## src/rtl/spi_slave_rx_pkg.sv

```systemverilog
// Shared definitions for the SPI receive stage.
// - SPI_MODE   : SPI mode handled by this receiver (mode 0).
// - state_t    : receiver FSM states.
// - DATA_W_DEF : default SPI word width.
package spi_slave_rx_pkg;

  localparam int unsigned SPI_MODE   = 0;
  localparam int unsigned DATA_W_DEF = 8;

  typedef enum logic {
    IDLE  = 1'b0,
    SHIFT = 1'b1
  } state_t;

endpackage

```

## src/rtl/rx_fifo.sv

```systemverilog
// First-word-fall-through receive FIFO.
// Ports:
//   clk, rst    system clock, asynchronous active-high reset
//   push        write request, push_data is the word to store
//   pop_req     read request; honoured only when not empty
//   rd_data     head word (0 while empty), rd_valid = not empty
//   count       words held, 0..FIFO_DEPTH
//   full, empty occupancy status
//   drop        pulses when a push is refused because the FIFO is full
module rx_fifo #(
  parameter int DATA_W     = 8,
  parameter int FIFO_DEPTH = 4
) (
  input  logic                          clk,
  input  logic                          rst,
  input  logic                          push,
  input  logic [DATA_W-1:0]             push_data,
  input  logic                          pop_req,
  output logic [DATA_W-1:0]             rd_data,
  output logic                          rd_valid,
  output logic [$clog2(FIFO_DEPTH):0]   count,
  output logic                          full,
  output logic                          empty,
  output logic                          drop
);

  localparam int PTR_W = $clog2(FIFO_DEPTH);

  logic [DATA_W-1:0] mem [FIFO_DEPTH];
  logic [PTR_W-1:0]  wr_ptr;
  logic [PTR_W-1:0]  rd_ptr;
  logic              pop;
  logic              wr;

  assign empty    = (count == '0);
  assign full     = (count == (PTR_W+1)'(FIFO_DEPTH));
  assign rd_valid = !empty;
  assign rd_data  = empty ? '0 : mem[rd_ptr];

  // A pop frees a slot in the same cycle, so a push while full still lands.
  assign pop  = pop_req && !empty;
  assign wr   = push && (!full || pop);
  assign drop = push && full && !pop;

  always_ff @(posedge clk) begin
    if (wr) mem[wr_ptr] <= push_data;
  end

  always_ff @(posedge clk or posedge rst) begin
    if (rst) begin
      wr_ptr <= '0;
      rd_ptr <= '0;
      count  <= '0;
    end else begin
      if (wr)  wr_ptr <= wr_ptr + PTR_W'(1);
      if (pop) rd_ptr <= rd_ptr + PTR_W'(1);
      case ({wr, pop})
        2'b10:   count <= count + (PTR_W+1)'(1);
        2'b01:   count <= count - (PTR_W+1)'(1);
        default: count <= count;
      endcase
    end
  end

endmodule

```

## src/rtl/spi_slave_rx.sv

```systemverilog
// SPI mode-0 receiver: oversamples sclk/mosi/cs, assembles MSB-first words
// and buffers them in a FWFT FIFO.
// Ports:
//   clk, rst        system clock, asynchronous active-high reset
//   sclk, mosi, cs  SPI pins from the master (cs active-low), asynchronous
//   rd_en           pop request from the consumer
//   clr_flags       synchronous clear of frame_err / overflow
//   rd_data         FIFO head word, valid while rd_valid
//   rd_valid        FIFO not empty
//   fifo_count      words held
//   busy            frame in progress
//   frame_err       sticky: frame ended with a partial word
//   overflow        sticky: word completed while FIFO full
module spi_slave_rx
  import spi_slave_rx_pkg::*;
#(
  parameter int DATA_W      = DATA_W_DEF,
  parameter int FIFO_DEPTH  = 4,
  parameter int SYNC_STAGES = 2
) (
  input  logic                          clk,
  input  logic                          rst,
  input  logic                          sclk,
  input  logic                          mosi,
  input  logic                          cs,
  input  logic                          rd_en,
  input  logic                          clr_flags,
  output logic [DATA_W-1:0]             rd_data,
  output logic                          rd_valid,
  output logic [$clog2(FIFO_DEPTH):0]   fifo_count,
  output logic                          busy,
  output logic                          frame_err,
  output logic                          overflow
);

  localparam int CNT_W = $clog2(DATA_W);

  logic [SYNC_STAGES-1:0] sclk_sync;
  logic [SYNC_STAGES-1:0] mosi_sync;
  logic [SYNC_STAGES-1:0] cs_sync;
  logic                   sclk_d;

  logic                   sclk_s;
  logic                   mosi_s;
  logic                   cs_s;
  logic                   sclk_rise;

  state_t                 state;
  logic [CNT_W-1:0]       bit_cnt;
  logic [DATA_W-1:0]      shift_reg;
  logic [DATA_W-1:0]      word_next;
  logic                   complete;
  logic                   push;
  logic                   err_set;
  logic                   drop;
  logic                   fifo_full;
  logic                   fifo_empty;

  always_ff @(posedge clk or posedge rst) begin
    if (rst) begin
      sclk_sync <= '0;
      mosi_sync <= '0;
      cs_sync   <= '1;
      sclk_d    <= 1'b0;
    end else begin
      sclk_sync <= {sclk_sync[SYNC_STAGES-2:0], sclk};
      mosi_sync <= {mosi_sync[SYNC_STAGES-2:0], mosi};
      cs_sync   <= {cs_sync[SYNC_STAGES-2:0], cs};
      sclk_d    <= sclk_sync[SYNC_STAGES-1];
    end
  end

  assign sclk_s    = sclk_sync[SYNC_STAGES-1];
  assign mosi_s    = mosi_sync[SYNC_STAGES-1];
  assign cs_s      = cs_sync[SYNC_STAGES-1];
  assign sclk_rise = sclk_s && !sclk_d;

  assign word_next = {shift_reg[DATA_W-2:0], mosi_s};
  assign complete  = sclk_rise && (bit_cnt == CNT_W'(DATA_W-1));
  assign push      = (state == SHIFT) && complete;
  // A completing edge coinciding with cs rising counts as a clean end;
  // any other pending or just-arrived bit is a partial word.
  assign err_set   = (state == SHIFT) && cs_s && !complete &&
                     ((bit_cnt != '0) || sclk_rise);

  always_ff @(posedge clk or posedge rst) begin
    if (rst) begin
      state     <= IDLE;
      bit_cnt   <= '0;
      shift_reg <= '0;
      busy      <= 1'b0;
      frame_err <= 1'b0;
      overflow  <= 1'b0;
    end else begin
      if (clr_flags) begin
        frame_err <= 1'b0;
        overflow  <= 1'b0;
      end
      if (err_set) frame_err <= 1'b1;
      if (drop)    overflow  <= 1'b1;

      case (state)
        IDLE: begin
          if (!cs_s) begin
            state     <= SHIFT;
            bit_cnt   <= '0;
            shift_reg <= '0;
            busy      <= 1'b1;
          end
        end
        SHIFT: begin
          if (sclk_rise) begin
            shift_reg <= word_next;
            bit_cnt   <= complete ? '0 : bit_cnt + CNT_W'(1);
          end
          if (cs_s) begin
            state <= IDLE;
            busy  <= 1'b0;
          end
        end
        default: state <= IDLE;
      endcase
    end
  end

  rx_fifo #(
    .DATA_W     (DATA_W),
    .FIFO_DEPTH (FIFO_DEPTH)
  ) u_fifo (
    .clk       (clk),
    .rst       (rst),
    .push      (push),
    .push_data (word_next),
    .pop_req   (rd_en),
    .rd_data   (rd_data),
    .rd_valid  (rd_valid),
    .count     (fifo_count),
    .full      (fifo_full),
    .empty     (fifo_empty),
    .drop      (drop)
  );

endmodule
```

## config.mk

```make
export PLATFORM = sky130hd
export DESIGN_NAME = spi_slave_rx
export DESIGN_NICKNAME = d
export VERILOG_FILES = /design/src/rtl/spi_slave_rx_pkg.sv /design/src/rtl/rx_fifo.sv /design/src/rtl/spi_slave_rx.sv
export SDC_FILE = /design/constraint.sdc
export NUM_CORES = 1
export LEC_CHECK = 0
export CAP_MARGIN = 20
export CORE_ASPECT_RATIO = 0.8
export CORE_MARGIN = 2
export CORE_UTILIZATION = 45
export DETAILED_ROUTE_END_ITERATION = 7
export GPL_ROUTABILITY_DRIVEN = 1
export PLACE_DENSITY = 0.67
export SETUP_SLACK_MARGIN = 0.3
export SYNTH_ARGS = -nofsm -noshare
export SYNTH_HDL_FRONTEND = slang
export SYNTH_SLANG_ARGS = --single-unit
```

## constraint.sdc

```tcl
create_clock -name clk -period 2.3 [get_ports clk]
set_input_delay 0.46 -clock clk [delete_from_list [all_inputs] [get_ports clk]]
set_output_delay 0.46 -clock clk [all_outputs]
set_load 0.01 [all_outputs]
```

==> results of run 1 <==
-- final cells by class --
cell class,instances,share of cell area
Clock buffer,11,0.0437
Clock inverter,4,0.00582
Inverter,12,0.0158
Multi-Input combinational cell,65,0.239
Sequential cell,60,0.553
Tap cell,62,0.0258
Timing Repair Buffer,37,0.117
-- synth_stat cells (2+ instances only) --
library cell  number
and2_2             2
a22o_1            10
inv_1             12
clkbuf_1           3
and2_1            11
dfrtp_1           26
dfstp_2            2
mux2i_1            3
mux4_2             8
nor2_1             3
edfxtp_1          32
nor2b_1            2
xnor2_1            3
xor2_1             3
ha_1               9
-- how the worst min path moves through the flow --
stage,start,end,slack (ps),depth (start not counted)
after floorplan,mosi_sync[0]$_DFF_PP0_,mosi_sync[1]$_DFF_PP0_,330,0
after global placement,mosi_sync[0]$_DFF_PP0_,mosi_sync[1]$_DFF_PP0_,330,0
after detailed placement,mosi_sync[0]$_DFF_PP0_,mosi_sync[1]$_DFF_PP0_,340,0
after CTS,mosi_sync[0]$_DFF_PP0_,mosi_sync[1]$_DFF_PP0_,360,0
after global routing,mosi_sync[0]$_DFF_PP0_,mosi_sync[1]$_DFF_PP0_,360,0
final,mosi_sync[0]$_DFF_PP0_,mosi_sync[1]$_DFF_PP0_,350,0
-- placed cells by master (no fill, tap or decap), types with 3 or more instances in the layout --
cell type and count:
xor2_1 3, clkdlybuf4s50_1 11, ha_1 8, buf_4 12, and2_1 6, xnor2_1 3
buf_12 3, edfxtp_1 32, clkbuf_8 9, nor2_1 3, buf_2 5, buf_6 4
a22o_1 10, inv_1 10, and2_4 7, dfrtp_1 26, mux4_2 8
-- worst max-delay path, cell delays in order, from the launching register on --
cell     delay [ps]
dfrtp_1         420
or4b_4          530
and3_4          200
inv_4            60
ha_4            130
inv_2            30
fa_2            320
xor2_1          160
nor2_1          120
xor2_1          140
-- layer usage --
| metal | global-route usage | up-vias | wire length, um |
|---|---|---|---|
| met1 | 0.183 | 657 | 1740 |
| met5 | 0 | - | 0 |
| met4 | 0.0670 | 0 | 70 |
| met3 | 0.0750 | 6 | 244 |
| met2 | 0.260 | 41 | 2100 |
| li1 | - | 599 | - |
-- power breakdown --
| part | internal [mW] | switching [mW] |
|---|---|---|
| Combinational | 0.627 | 0.351 |
| Sequential | 1.20 | 0.104 |
| Clock | 0.373 | 0.361 |
| Total | 2.20 | 0.815 |
-- kinds of logic (layout without fill, tap and decap cells) --
kind of cell | after synthesis | in the layout
buffers and inverters | 17 | 64
muxes | 13 | 13
and+or+nand+nor | 25 | 25
xor gates and xnor gates | 6 | 6
AOI/OAI and AO/OA | 11 | 11
DFF | 60 | 60
adders and majority gates | 10 | 10
-- through the flow --
step                hold WS (ps)  power, mW  utilization  setup slack [ps]  area (um2)
floorplan                    331       1.76            -             -14.8        2430
global placement             335       2.12        0.542              -364        2760
detailed placement           343       2.16        0.542              -479        2760
CTS                          357       2.97        0.582              89.7        2970
global route                 364       3.17        0.591             -5.40        3010
finish                       352       3.02        0.591               108        3010
-- timing repair --
action,4_1_cts,5_1_grt
resized for setup,41,10
setup endpoints to repair,43,43
gates cloned,0,0
buffers inserted,6,2
endpoints found under the hold margin,0,0
hold buffers,0,0
pin swaps,13,2
==> results summary, run 1 <==
The flow ran to the end, and the final reports show no timing, DRC or antenna violations. The worst register-to-register path begins at u_fifo.count[1]$_DFFE_PP0P_. The length of the first detailed-routing pass in iterations came out at 6.

The final cell count without fillers came out at 251. The slew at the pin closest to its max-slew limit is 641 ps. The routed wire length came out at 4150 um. After synthesis, the cell types taking the most area are edfxtp_1, dfrtp_1, mux4_2. The global-route total usage across every layer came out at 0.160. Entering global routing, the biggest net connects 29 pins. The clock latency at the later pin of the worst-skew pair is 330 ps. The H-tree was split into 3 levels. The tree is rooted in a clkbuf_8. The initial utilization of the core area, before any placement, comes to 0.473.

After detailed routing, the number of vias per cell comes to 5.19. The path class of the tightest hold or removal check is reg2reg. The placed cell count is 228. The standard-cell row count is 23. Between clock sinks in the finished design, the worst skew comes to 6.12 ps.

The gate count of the mapped netlist is 142. The sequential cell area in the final layout is 1660 um2. The share of the synthesized netlist area taken by xor and xnor gates came out at 0.0218. The final-report max-slew violation count came out at 0.

The number of CTS-inserted buffers came out at 9. The DRC marker count from the first detailed-route iteration came out at 45. The fmax is 456 MHz.

By area, the combinational part of the netlist is dominated by multiplexers. The simple-gate area share of the yosys netlist came out at 0.0644. The mean area per synthesized cell came out at 17.0 um2. The remaining number of nets flagged by the antenna check after routing is 0.

TritonCTS built the clock tree. The critical-path maximum fanout is 4. The total power density per cell area came out at 1000 nW/um2. The clock-pin slew reported for the worst setup and hold paths after clock tree synthesis came out at 60 ps. The net total in the final layout is 202.

STA classifies the critical path endpoint as a flop. Of the post-synthesis cell area, the part taken by muxes is 0.0981. The fraction of the mapped netlist area in compound gates is 0.0400. The first global-routing pass estimated 6910 um of wire. The count of final hold-check violations came to 0. The worst setup path is launched from a flop. The die span in x came out at 85.8 um. The number of antenna violations at the first check in global routing was 0. After routing, the total negative slack on setup checks comes to 0 ps. The number of global-route vias before repair is 1387. The mapped netlist covers 2410 um2. The type of the worst setup path is reg2reg. The average wire length per cell after detail routing is 16.5 um. The total area inside the core boundary comes to 5090 um2. The leakage component of the power came out at 1.28 nW. The clock net in this run drives a total of 60 sinks. The worst-case IR drop observed on VDD is 0.599 mV. The minimum setup slack among reg-to-reg paths came out at 110 ps. The cell type with the largest total area after synthesis is edfxtp_1. During placement, the flow inserted port buffers numbering 21.

The area growth from synthesis to layout is 24.9%. The synthesized design contains 60 register bits. The most frequently used flop master after synthesis is edfxtp_1. The final cycle utilization of the critical path is 0.953. The number of warning messages in the yosys log is 0. The length in cells of the worst reg-to-reg path came out at 9. The global-route congestion overflow total came out at 0. The register with the most flip-flops in the layout has 32 of them. In the routed design, unresolved DRC markers number 0.

At the end of routability-driven placement, the weighted congestion stood at 0.707. The top cell type's share of synthesized area came out at 0.399. The final count of negative-setup-slack endpoints is 0.

The share of flip-flops with an asynchronous set or reset is 0.467. The synthesized net count came out at 159. The multi-input combinational cells in the finished layout cover a total of 719 um2.

The clock passes through at most 2 buffers. The total die area is 5960 um2. The via count of the routed design is 1303.

Tracing the worst setup path back leads to its startpoint at u_fifo.count[1]$_DFFE_PP0P_. Setup repair after global routing could not meet its margin everywhere. The relative max-transition margin is 0.571. The count of filler cells inserted in the layout is 401. The termination of the worst setup path is u_fifo.count[2]$_DFFE_PP0P_. The time the final worst path needs with I/O delays and setup came out at 2190 ps. The synthesized-area fraction occupied by adder cells came out at 0.0550. The number of ports placed on the die boundary came out at 22. The number of antenna diodes is 0. The die outline height is 69.5 um. The sequential share of the synthesized area is 0.691. Data on the critical path is required at its endpoint by 2560 ps. The ratio of cells with drive above 1 in the final layout came out at 0.328. The count of different cell masters after synthesis came out at 28.

The synthesized design contains 32 enable-type register cells. The endpoint arrival time on the critical path came out at 2450 ps. The HPWL after detailed placement is 2690 um.

The max-cap check violation count is 0. In this run the critical register-to-register path is captured at u_fifo.count[2]$_DFFE_PP0P_.
No activity file was read; power rests on OpenSTA's default activity.
==> run 2, diff against run 1 <==
==> constraint.sdc (replaced) <==
create_clock -name clk -period 2.3 [get_ports clk]
set_input_delay 0.23 -clock clk [delete_from_list [all_inputs] [get_ports clk]]
set_output_delay 0.23 -clock clk [all_outputs]
set_load 0.01 [all_outputs]
==> run 2 against run 1 <==
Compared with the run above: maximum frequency up 1.2%; critical endpoint unchanged; count of clock-buffer cells in the layout down 1; sequential share of layout area down 1.3 points; cell count up 4.0%; worst hold slack worse by 48 ps; cell area up 2.5%; largest power group unchanged.
==> results summary, run 2 (synthesis results as in run 1) <==
STA classifies the critical path endpoint as a flop. The largest buffer count on any clock path came out at 2. The minimum setup slack among reg-to-reg paths came out at 130 ps. The total of buffers placed on input and output ports is 21. The flip-flop count of the largest register, all copies and words added came out at 32.

The worst setup margin came out at 133 ps. The length in cells of the worst reg-to-reg path is 9. The H-tree level count came out at 3. The standard-cell row count came out at 23. The number of clock sinks seen by CTS came out at 60. The relative max-transition margin came out at 0.499. The path with the worst hold slack has its endpoint at cs_sync[0]$_DFF_PP1_.

The time the final worst path needs with I/O delays and setup is 2170 ps. The total power density per cell area came out at 1060 nW/um2. The flow ran to the end, and the final reports show no timing, DRC or antenna violations. The number of remaining DRC errors is 0.

The worst register-to-register path begins at u_fifo.count[0]$_DFFE_PP0P_. The leakage component of the power is 1.33 nW. The fmax is 462 MHz.

The first detailed-routing pass took 6 iterations. The die outline height came out at 69.5 um. Setup repair after global routing could not meet its margin everywhere.

For this block, the via count after detailed routing is 1319. The final cycle utilization of the critical path is 0.942. The routability congestion estimate from global placement came out at 0.679. The total die area came out at 5960 um2. The required time of the critical path is 2550 ps. The total power is 3.25 mW. The CTS tree is yes.

The remaining number of nets flagged by the antenna check after routing came out at 0. The routed wire length came out at 4330 um. The internal power of the cells totals 2.40 mW. 22 I/O pins were placed.

The number of antenna violations at the first check in global routing was 0. The final-report max-slew violation count is 0. Clock-pin slew was measured on the worst setup and hold paths at 60 ps.

The area growth from synthesis to layout is 27.9%. Walking the worst path, the cells encountered are or4b_4 -> and3_4 -> inv_4 -> ha_4 -> inv_2 -> fa_2 -> xor2_1 -> nor2_1 -> xor2_1. For this design the total switching power over the nets is 0.851 mW. The average via count per standard cell is 5.05. The largest individual stage delay along the critical path comes from the cell or4b_4.

The pre-CTS setup slack is -235 ps. Of the total power, the clock network draws 0.301. The worst-case clock skew came out at 8.28 ps. The net total in the final layout is 211. The path class of the tightest hold or removal check is in2reg. The most numerous cell type found on the critical path is xor2_1. STA classifies the critical path startpoint as a flop. The count of final hold-check violations is 0. The HPWL reported at the end of detailed placement came out at 2680 um. In the final layout, the share of cells above drive strength 1 is 0.362. The cell depth of the worst min-delay path is 1.

The critical-path maximum fanout is 2. At the pin with the least slew margin, the transition time is 751 ps. In the global route stage, overall resource usage came out at 0.167.

After the first detailed-routing iteration, the DRC count stood at 49. The reg-to-reg critical path endpoint is u_fifo.count[2]$_DFFE_PP0P_. The worst stage delay on the critical path came out at 530 ps. The number of CTS-inserted buffers came out at 9.

The wire length of the first global-routing pass is 7170 um. The endpoint arrival time on the critical path came out at 2420 ps. The number of global-route vias before repair came out at 1409. The die span in x is 85.8 um. The pin count of the biggest net entering global routing is 21. After global routing the overflow that remains totals 0. The initial cell density of the core is 0.473. The final count of negative-setup-slack endpoints is 0. The core outline area is 5090 um2.

Clock latency on the worst-skew pair, taken at its later pin, is 330 ps. The net switching share of the total power is 0.261. The critical path is of the reg2reg type. The share of total power dissipated in sequential elements is 0.398.

The most frequent standard cell in the layout excluding fill and tap cells is edfxtp_1. The average wire length per cell after detail routing came out at 16.6 um. The number of antenna diodes came out at 0. The library cells used most frequently in the layout, excluding fill and tap cells, are edfxtp_1, dfrtp_1, buf_4, clkdlybuf4s50_1. The worst hold path begins at cs. The tree is rooted in a clkbuf_8. The max-cap check violation count came out at 0. The worst-case vdd ir drop is 0.616 mV. The portion of total power attributed to combinational logic came out at 0.301.
run 2: cell types whose count changed in the layout (fill, tap and decap cells not counted), sizes merged:
cell           change
bufinv             +2
clkdlybuf4s50      +1
dlymetal6s2s       -1
buf                +8
run 2: through the flow:
stage / instances / util / area [um2] / hold WS, ps / setup TNS (ps)
floorplan: 142 / - / 2430 / 234 / 0
global placement: 230 / 0.545 / 2780 / 336 / -150
detailed placement: 230 / 0.545 / 2780 / 343 / -309
CTS: 252 / 0.591 / 3010 / 281 / 0
global route: 261 / 0.605 / 3080 / 285 / 0
finish: 261 / 0.605 / 3080 / 305 / 0
run 2: worst max-delay path by stage:
stage	startpoint	to	slack, ps	cells after the start
final	u_fifo.count[0]$_DFFE_PP0P_	u_fifo.count[2]$_DFFE_PP0P_	130	9
after CTS	u_fifo.count[0]$_DFFE_PP0P_	u_fifo.count[2]$_DFFE_PP0P_	150	9
after floorplan	u_fifo.count[1]$_DFFE_PP0P_	u_fifo.count[2]$_DFFE_PP0P_	50	10
after global routing	u_fifo.count[0]$_DFFE_PP0P_	u_fifo.count[2]$_DFFE_PP0P_	50	9
after detailed placement	rd_en	u_fifo.count[2]$_DFFE_PP0P_	-240	10
after global placement	rd_en	u_fifo.count[2]$_DFFE_PP0P_	-140	10
run 2: metal layers:
| layer | part of all wire | global-route usage | vias up |
|---|---|---|---|
| li1 | - | - | 615 |
| met1 | 0.44 | 0.204 | 664 |
| met2 | 0.49 | 0.263 | 34 |
| met3 | 0.054 | 0.0774 | 6 |
| met4 | 0.012 | 0.0582 | 0 |
| met5 | 0 | 0 | - |
run 2: timing repair:
action | in CTS | in global routing
hold buffers | 0 | 0
cloned | 1 | 0
endpoints found under the setup margin | 11 | 17
gates resized for setup | 37 | 6
setup buffers | 5 | 9
pin swaps | 6 | 2
run 2: critical path: cells and delay by family (launching register included):
kind                     cells  cell delay (ps)
AND/OR/NAND/NOR              3              850
adder cells (fa/ha/maj)      2              440
flip-flops                   1              390
XOR/XNOR                     2              320
buffers and inverters        2               80
run 2: power by group through the flow:
stage / sequential (mW) / clock, mW / combinational, mW
after floorplan: 1.28 / 0 / 0.478
after CTS: 1.29 / 1.01 / 0.887
final: 1.29 / 0.980 / 0.980
after global routing: 1.31 / 1.07 / 1.06
after detailed placement: 1.32 / 0 / 0.856
after global placement: 1.31 / 0 / 0.829
run 2: final cells by class:
| type | count | area [um2] |
|---|---|---|
| fill | 384 | 2010 |
| sequential | 60 | 1670 |
| multi-input combinational | 65 | 706 |
| timing repair buffer | 46 | 380 |
| clock buffer | 10 | 128 |
| clock inverter | 6 | 78.8 |
| tap | 62 | 77.6 |
| inverter | 12 | 47.5 |
